--- src/rtl/trig_combine.sv ---
// trig_combine: qualifies per-channel trigger pulses into a single sample-queue
// trigger. The combine mode is ANY, ALL or a two-source sequence, and each fire
// is followed by a programmable holdoff. Configuration goes through a small
// 8-bit wishbone slave register file.
//
// Ports:
//   clk, rst      rising-edge clock, synchronous active-high reset
//   triggers      per-channel trigger pulses (bit n = channel n)
//   sq_active     sample queue capturing; arming is only allowed while high
//   sq_trigger    one-cycle qualified trigger pulse
//   wb_*          wishbone slave: stb/cyc/we/adr/dat in, dat/ack out
//
// Register map (wb_adr_i[2:0]):
//   0 MASK, 1 MODE, 2 SEQSEL, 3/4 HOLDOFF lo/hi, 5 STATUS (ro), 6/7 COUNT lo/hi
//
// Build option: define TRIG_COMBINE_COUNTER_EN to include the saturating 16-bit
// fire counter. When it is not defined, COUNT reads 0 and writes to it are
// acknowledged and ignored.
module trig_combine #(
    parameter int NUM_SOURCES = 4,
    parameter int HOLDOFF_W   = 16
) (
    input  logic                   clk,
    input  logic                   rst,
    input  logic [NUM_SOURCES-1:0] triggers,
    input  logic                   sq_active,
    output logic                   sq_trigger,
    input  logic                   wb_stb_i,
    input  logic                   wb_cyc_i,
    input  logic                   wb_we_i,
    input  logic [15:0]            wb_adr_i,
    input  logic [7:0]             wb_dat_i,
    output logic [7:0]             wb_dat_o,
    output logic                   wb_ack_o
);
    localparam logic [1:0] ST_IDLE     = 2'd0;
    localparam logic [1:0] ST_ARMED    = 2'd1;
    localparam logic [1:0] ST_SEQ_WAIT = 2'd2;
    localparam logic [1:0] ST_HOLDOFF  = 2'd3;

    localparam logic [1:0] MODE_ALL = 2'd1;
    localparam logic [1:0] MODE_SEQ = 2'd2;

    logic [1:0]             state;
    logic [NUM_SOURCES-1:0] mask;
    logic [1:0]             mode;
    logic [2:0]             seq_first;
    logic [2:0]             seq_second;
    logic [HOLDOFF_W-1:0]   holdoff;
    logic [HOLDOFF_W-1:0]   hold_cnt;
    logic [15:0]            count_rd;

    logic       wb_req, wb_wr;
    logic [2:0] adr;
    logic       unused_adr;

    assign wb_req     = wb_stb_i & wb_cyc_i & ~wb_ack_o;
    assign wb_wr      = wb_req & wb_we_i;
    assign adr        = wb_adr_i[2:0];
    assign unused_adr = ^wb_adr_i[15:3];

    // Zero-extend to 8 channels so a SEQSEL index beyond NUM_SOURCES reads 0.
    logic [7:0]  trig_ext, mask_ext;
    logic [15:0] hold_ext, hold_lo_wr, hold_hi_wr;

    always_comb begin
        trig_ext = '0;
        trig_ext[NUM_SOURCES-1:0] = triggers;
        mask_ext = '0;
        mask_ext[NUM_SOURCES-1:0] = mask;
        hold_ext = '0;
        hold_ext[HOLDOFF_W-1:0] = holdoff;
    end

    assign hold_lo_wr = {hold_ext[15:8], wb_dat_i};
    assign hold_hi_wr = {wb_dat_i, hold_ext[7:0]};

    logic any_hit, all_hit, first_hit, second_hit, qual_armed, seq_abort, fire;

    assign any_hit    = |(trig_ext & mask_ext);
    assign all_hit    = (mask_ext != 8'h00) && ((trig_ext & mask_ext) == mask_ext);
    assign first_hit  = trig_ext[seq_first];
    assign second_hit = trig_ext[seq_second];
    assign seq_abort  = wb_wr && (adr == 3'd1 || adr == 3'd2);

    always_comb begin
        case (mode)
            MODE_ALL: qual_armed = all_hit;
            MODE_SEQ: qual_armed = first_hit & second_hit;
            default:  qual_armed = any_hit;   // ANY and the reserved code
        endcase
    end

    // Abort from a MODE/SEQSEL write takes priority over a same-cycle second hit.
    assign fire = sq_active &&
                  ((state == ST_ARMED && qual_armed) ||
                   (state == ST_SEQ_WAIT && !seq_abort && second_hit));

    logic [7:0] rd_data;
    always_comb begin
        case (adr)
            3'd0:    rd_data = mask_ext;
            3'd1:    rd_data = {6'd0, mode};
            3'd2:    rd_data = {1'b0, seq_second, 1'b0, seq_first};
            3'd3:    rd_data = hold_ext[7:0];
            3'd4:    rd_data = hold_ext[15:8];
            3'd5:    rd_data = {6'd0, state};
            3'd6:    rd_data = count_rd[7:0];
            default: rd_data = count_rd[15:8];
        endcase
    end

    always_ff @(posedge clk) begin
        if (rst) begin
            state      <= ST_IDLE;
            sq_trigger <= 1'b0;
            wb_ack_o   <= 1'b0;
            wb_dat_o   <= 8'h00;
            mask       <= '1;
            mode       <= 2'd0;
            seq_first  <= 3'd0;
            seq_second <= 3'd1;
            holdoff    <= '0;
            hold_cnt   <= '0;
        end else begin
            wb_ack_o   <= wb_req;
            wb_dat_o   <= wb_req ? rd_data : 8'h00;
            sq_trigger <= fire;

            if (wb_wr) begin
                case (adr)
                    3'd0: mask <= wb_dat_i[NUM_SOURCES-1:0];
                    3'd1: mode <= wb_dat_i[1:0];
                    3'd2: begin
                        seq_first  <= wb_dat_i[2:0];
                        seq_second <= wb_dat_i[6:4];
                    end
                    3'd3: holdoff <= hold_lo_wr[HOLDOFF_W-1:0];
                    3'd4: holdoff <= hold_hi_wr[HOLDOFF_W-1:0];
                    default: ;
                endcase
            end

            if (!sq_active) begin
                state    <= ST_IDLE;
                hold_cnt <= '0;
            end else if (fire) begin
                state    <= ST_HOLDOFF;
                hold_cnt <= holdoff;
            end else begin
                case (state)
                    ST_IDLE: state <= ST_ARMED;
                    ST_ARMED:
                        if (mode == MODE_SEQ && first_hit) state <= ST_SEQ_WAIT;
                    ST_SEQ_WAIT:
                        if (seq_abort) state <= ST_ARMED;
                    default:
                        if (hold_cnt == '0) state <= ST_ARMED;
                        else                hold_cnt <= hold_cnt - 1'b1;
                endcase
            end
        end
    end

`ifdef TRIG_COMBINE_COUNTER_EN
    logic [15:0] count;
    always_ff @(posedge clk) begin
        if (rst)
            count <= 16'h0000;
        else if (wb_wr && adr[2:1] == 2'b11)
            count <= 16'h0000;
        else if (sq_trigger && count != 16'hFFFF)
            count <= count + 16'h0001;
    end
    assign count_rd = count;
`else
    assign count_rd = 16'h0000;
`endif

endmodule

--- config.mk ---
export PLATFORM = sky130hd
export DESIGN_NAME = trig_combine
export DESIGN_NICKNAME = d
export VERILOG_FILES = /design/src/rtl/trig_combine.sv
export SDC_FILE = /design/constraint.sdc
export NUM_CORES = 1
export LEC_CHECK = 0
export CORE_MARGIN = 8
export CORE_UTILIZATION = 50
export DETAILED_ROUTE_END_ITERATION = 10
export GPL_TIMING_DRIVEN = 0
export MAX_ROUTING_LAYER = met4
export PLACE_DENSITY_LB_ADDON = 0.12
export SYNTH_ARGS = -nofsm -noshare
export SYNTH_HDL_FRONTEND = slang
export SYNTH_SLANG_ARGS = --single-unit
export TNS_END_PERCENT = 20
--- constraint.sdc ---
create_clock -name clk -period 3.1 [get_ports clk]
set_input_delay 0.465 -clock clk [delete_from_list [all_inputs] [get_ports clk]]
set_output_delay 0.465 -clock clk [all_outputs]
set_load 0.02 [all_outputs]
# Yosys cells after proc, flatten, opt, wreduce, memory -nomap -nowiden
# Index checks and enable logic that the tools add are counted.
[totals] reg_bits=56 input_bits=34 out_inout_bits=10 elab_cells=79
[classes] n_addsub=1 magnitude_cmp=2 eq_ne=14 n_mux=15 n_bitwise=10 reduce_logical=26
[ops] op="two-way mux 16 bit" n=3
[ops] op="one-hot mux 8 bit (6 select lines)" n=1
[ops] op="one-hot mux 16 bit (2 select lines)" n=1
[ops] op="logical NOT 16 bit" n=1
[ops] op="subtractor 16 x 1 -> 16 bit (second input constant)" n=1
[ops] op="AND reduction 3 bit" n=3
[ops] op="less-than comparator 3 x 4 -> 1 bit (second input constant)" n=2
[ops] op="two-way mux 2 bit" n=4
[ops] op="AND reduction 2 bit" n=4
[ops] op="nonzero test 8 bit" n=1
[ops] op="OR reduction 8 bit" n=1
[ops] op="logical AND 1 bit" n=7
[ops] op="binary-select mux 1 bit (select 3 bit)" n=2
[ops] op="== test 3 x 2 -> 1 bit (second input constant)" n=2
[ops] op="== test 3 bit (second input constant)" n=2
[ops] op="one-hot mux 2 bit (3 select lines)" n=1
[ops] op="inverter 1 bit" n=5
[ops] op="nonzero test 5 bit" n=1
[ops] op="AND 1 bit" n=4
[ops] op="AND 4 bit" n=1
[ops] op="== test 2 x 1 -> 1 bit (second input constant)" n=2
[ops] op="== test 2 bit (second input constant)" n=2
[ops] op="== test 4 bit" n=1
[ops] op="OR reduction 2 bit" n=2
[ops] op="12 further kinds" n=14

# Logic depth before layout (Yosys ltp)
[depth] ltp_word=11 mapped_depth=9 ltp_nobuf=8

# Worst setup path before layout
# OpenSTA, ideal clock, no wires.
[synth_timing] kind="register to register" startpoint="reg hold_cnt[0]" endpoint="reg hold_cnt[8]" setup_time_ns=0.059 arrival_ns=2.200 required_ns=3.041 path_slack_ns=0.841 stages_incl_launch_ff=10 n_path_buf=1 period_less_slack_ns=2.259 path_cell_list="dfxtp_1 inv_1 ha_1 or4b_4 nor4b_4 a21oi_2 a21oi_4 and3_1 buf_6 a221o_1"
[synth_via] elab_chain_len=4 elab_cells_between_ends=7 cone_classes="add/sub (1); eq/ne (1); mux (3); reduce/logical (2)"
[synth_rtl] element="start, declared" line_no="50" rtl="logic [HOLDOFF_W-1:0] hold_cnt;"
[synth_rtl] element="start signal, assigned" line_no="149" rtl="hold_cnt <= holdoff;"
[synth_rtl] element="start signal, assigned" line_no="159" rtl="else hold_cnt <= hold_cnt - 1'b1;"
[synth_rtl] element="subtractor 16 x 1 -> 16 bit" line_no="159"
[synth_rtl] element="two-way mux 16 bit" line_no="158" rtl="if (hold_cnt == '0) state <= ST_ARMED;"
[synth_rtl] element="two-way mux 16 bit" line_no="151" rtl="case (state)"
[synth_rtl] element="two-way mux 16 bit" line_no="147" rtl="end else if (fire) begin"
# Parallel ways exist; a longest one is shown, timed or not. The select of a mux whose other input is x is not followed.
# A chain may end at the register's enable or synchronous reset.

# Worst setup path after layout
[layout_timing] startpoint="in wb_stb_i" endpoint="reg hold_cnt[8]"
[layout_via] elab_chain_len=11 elab_cells_between_ends=13 cone_classes="eq/ne (2); mux (1); bitwise (3); reduce/logical (7)"
[layout_rtl] element="start, declared" line_no="28" rtl="input logic wb_stb_i,"
[layout_rtl] element="AND 1 bit * (2 in series)" line_no="57" rtl="assign wb_req = wb_stb_i & wb_cyc_i & ~wb_ack_o;"
[layout_rtl] element="AND 1 bit *" line_no="58" rtl="assign wb_wr = wb_req & wb_we_i;"
[layout_rtl] element="logical AND 1 bit *" line_no="84" rtl="assign seq_abort = wb_wr && (adr == 3'd1 || adr == 3'd2);"
[layout_rtl] element="logical NOT 1 bit *" line_no="97" rtl="(state == ST_SEQ_WAIT && !seq_abort && second_hit));"
[layout_rtl] element="logical AND 1 bit * (2 in series)" line_no="97"
[layout_rtl] element="logical OR 1 bit *" line_no="96" rtl="((state == ST_ARMED && qual_armed) ||"
[layout_rtl] element="logical AND 1 bit *" line_no="95" rtl="assign fire = sq_active &&"
[layout_rtl] element="inequality test 2 bit (no source line) or inequality test 2 x 1 -> 1 bit (tied branches)"
[layout_rtl] element="AND reduction 2 bit (no source line)"
# Every way passes the cells marked *; elsewhere a longest branch is shown, timed or not.

==> flow_summary_export.csv <==
group,metric,value,unit
die,die_w,92.1,um
die,num_rows,27,
yosys,synth_area,0.00289,sq mm
sta,hold_viol_final,0,
place,hpwl,5.71,mm
global_route,overflow,0,
place,dpl.cell_count,444,
final_layout,fin_util,0.604,
power,powerDensity,380,mW/mm^2
yosys,ys.flop_type,"dfxtp_1",
yosys,synth-async-reset-ratio,0,
outcome,status,"finished, final reports clean",
critical_path,crit_type,"primary input to flip-flop",
critical_path,cp_max_fo,10,
sta,tns,0,ns
yosys,yosysSeqAreaShare,0.388,
die,start_util,0.522,
power,leakage,1.17,nW
clock_tree,clock_latency,0.32,ns
place,place_ws,-0.0653,ns
yosys,synth_cells,345,
drt,drt-wirelength-per-cell,16.8,um
global_route,grt_usage,0.190,
clock_tree,clkTransAtPathRegs,0.10,ns
yosys,synth-seq-cells,56,
sta,fin_skew,0.0142,ns
sta,fmax,348,MHz
die,coreArea,0.00554,sq mm
place,portBuffers,27,
die,fp.dieArea,0.00848,sq mm
drt,num_vias,2641,
sta,fin_ws,0.227,ns
critical_path,arrival,3.08,ns
drt,wl,7.61,mm
hold_path,hold_path_class,"flip-flop to flip-flop",
sta,relSlewSlack,0.166,
drt,detail_route.drc_violations,0,
place,gp_congestion,0.902,
global_route,grt_pass1_wl,12.8,mm
drt,firstDrtPassIters,5,
global_route,grt_pass1_vias,2521,
drt,drtIter0Drc,169,
clock_tree,cts_sinks,56,
sta,report.final.slew_viol_count,0,
critical_path,crit_path_start_kind,"primary input",
critical_path,required,3.31,ns
clock_tree,hold_buffers,0,
yosys,syn_area_per_cell,8.38,sq um
yosys,syn-num-nets,382,
clock_tree,cts-root-buf,"clkbuf_8",
global_route,grt_max_degree,20,
run,maxCapViolations,0,
yosys,ys_warn_count,0,
sta,fin_crit_sh,0.927,
yosys,synth_edf_count,0,
final_layout,layout_commonest_cell,"dfxtp_1",
sta,setup_viol,0,
clock_tree,h-tree-depth,2,
clock_tree,cts_resized,0,
final_layout,n_antenna_cell,0,
sta,min_period,2.87,ns
sta,hold_ws,0.501,ns
final_layout,stdcell_count,452,
clock_tree,cts_setup_buffers,0,
clock_tree,cts-buffers-inserted,5,
final_layout,final_layout_size_suffix_gt1_frac,0.0711,
final_layout,nets,416,
power,ir_drop,0.245,mV
die,die_y,92.1,um
critical_path,crit_path_end_kind,"flip-flop",
sta,worst_pin_slew,1.24,ns
drt,final_antenna_net_count,0,
die,num_io_pins,44,
clock_tree,cts_tree,"done",
global_route,antenna_found_initial,0,
clock_tree,max-clock-path-buffers,2,
yosys,synth.distinct_cells,54,
sta,rsz0062_at_grt,"false",
drt,viasPerCell,5.84,
final_layout,areaGrowthSynthToFinish,15.7,%
final_layout,layout_common_cells,"dfxtp_1 (56), nor2_1 (51), nand2_1 (38)",
## final timing paths
kind	startpoint	cells after the start	slack, ns	endpoint
setup / recovery	wb_stb_i	8	0.23	hold_cnt[8]
hold / removal	hold_cnt[3]	2	0.50	hold_cnt[3]
setup reg to reg	hold_cnt[0]	9	0.44	hold_cnt[8]
hold reg to reg	hold_cnt[3]	2	0.50	hold_cnt[3]
## cell type report
cell class              count  area [sq um]
fillers                   528          2190
multi-input cells         261          1650
flip-flops and latches     56          1120
repair buffers             27           270
well taps                  72          90.1
plain buffers              20          88.8
clock buffers               5          68.8
inverters                   8          30.0
clock inverters             3          25.0
## sequential cells by signal (all words and copies together), names as in the netlist
name / flops
wb_dat_o: 8
mode: 2
state: 2
wb_ack_o: 1
seq_first: 3
hold_cnt: 16
hold_ext: 16
sq_trigger: 1
seq_second: 3
mask: 4
## critical path, stage by stage
cell	delay, ns
clkdlybuf4s50_1	0.47
nand4b_1	0.39
o31ai_1	0.54
nor2_1	0.16
clkbuf_1	0.26
o21a_1	0.23
buf_2	0.18
a221o_1	0.36
## report_power, final
group          switching (mW)  total [mW]  internal [mW]
logic                  0.0692       0.122         0.0529
registers             0.00583       0.730          0.725
clock network           0.255       0.420          0.165
## logic make-up after synthesis
logic type	count (synthesis)	synth area share
AO/OA/AOI/OAI	85	0.206
buffers and inverters	28	0.0411
XOR/XNOR	7	0.0212
multiplexers	23	0.0891
flip-flops	56	0.388
adder cells (fa/ha/maj)	3	0.0130
AND/OR/NAND/NOR	143	0.242
## layer usage
layer  vias to the layer above  GRT usage  part of all wire
li1                       1312          -                 -
met1                      1245      0.235              0.46
met2                        70      0.302              0.47
met3                        14     0.0440             0.051
met4                         0     0.0564             0.019
met5                         -          -                 0
## cells in the mapped netlist, types with 2 or more instances
cell type	count	area, sq um
a211o_1	5	43.8
a21o_1	3	22.5
a21oi_1	29	145
a221o_1	7	70.1
a2bb2oi_1	2	17.5
a31oi_1	6	37.5
buf_2	5	25.0
clkbuf_1	13	48.8
dfxtp_1	56	1120
ha_1	3	37.5
inv_1	8	30.0
mux2_2	2	22.5
mux2i_1	19	190
mux4_2	2	45.0
nand2_1	38	143
nand2b_1	6	37.5
nand3_1	11	55.1
nand4b_1	2	17.5
nor2_1	51	191
nor2b_1	7	43.8
nor3_1	7	35.0
nor4_1	6	37.5
o211ai_1	6	45.0
o21ai_0	6	30.0
o221ai_1	3	26.3
o22a_1	2	17.5
o22ai_1	2	12.5
o2bb2ai_1	3	26.3
o31ai_1	2	15.0
or2_2	2	12.5
or3_1	2	12.5
or4_1	2	15.0
xnor2_1	6	52.6
## metrics by stage
| stage | total power, mW | area, sq um |
|---|---|---|
| floorplan | 0.815 | 2890 |
| global placement | 0.867 | 3250 |
| detailed placement | 0.868 | 3250 |
| CTS | 1.28 | 3350 |
| global route | 1.33 | 3350 |
| finish | 1.27 | 3350 |
No activity file was read; power rests on OpenSTA's default activity.
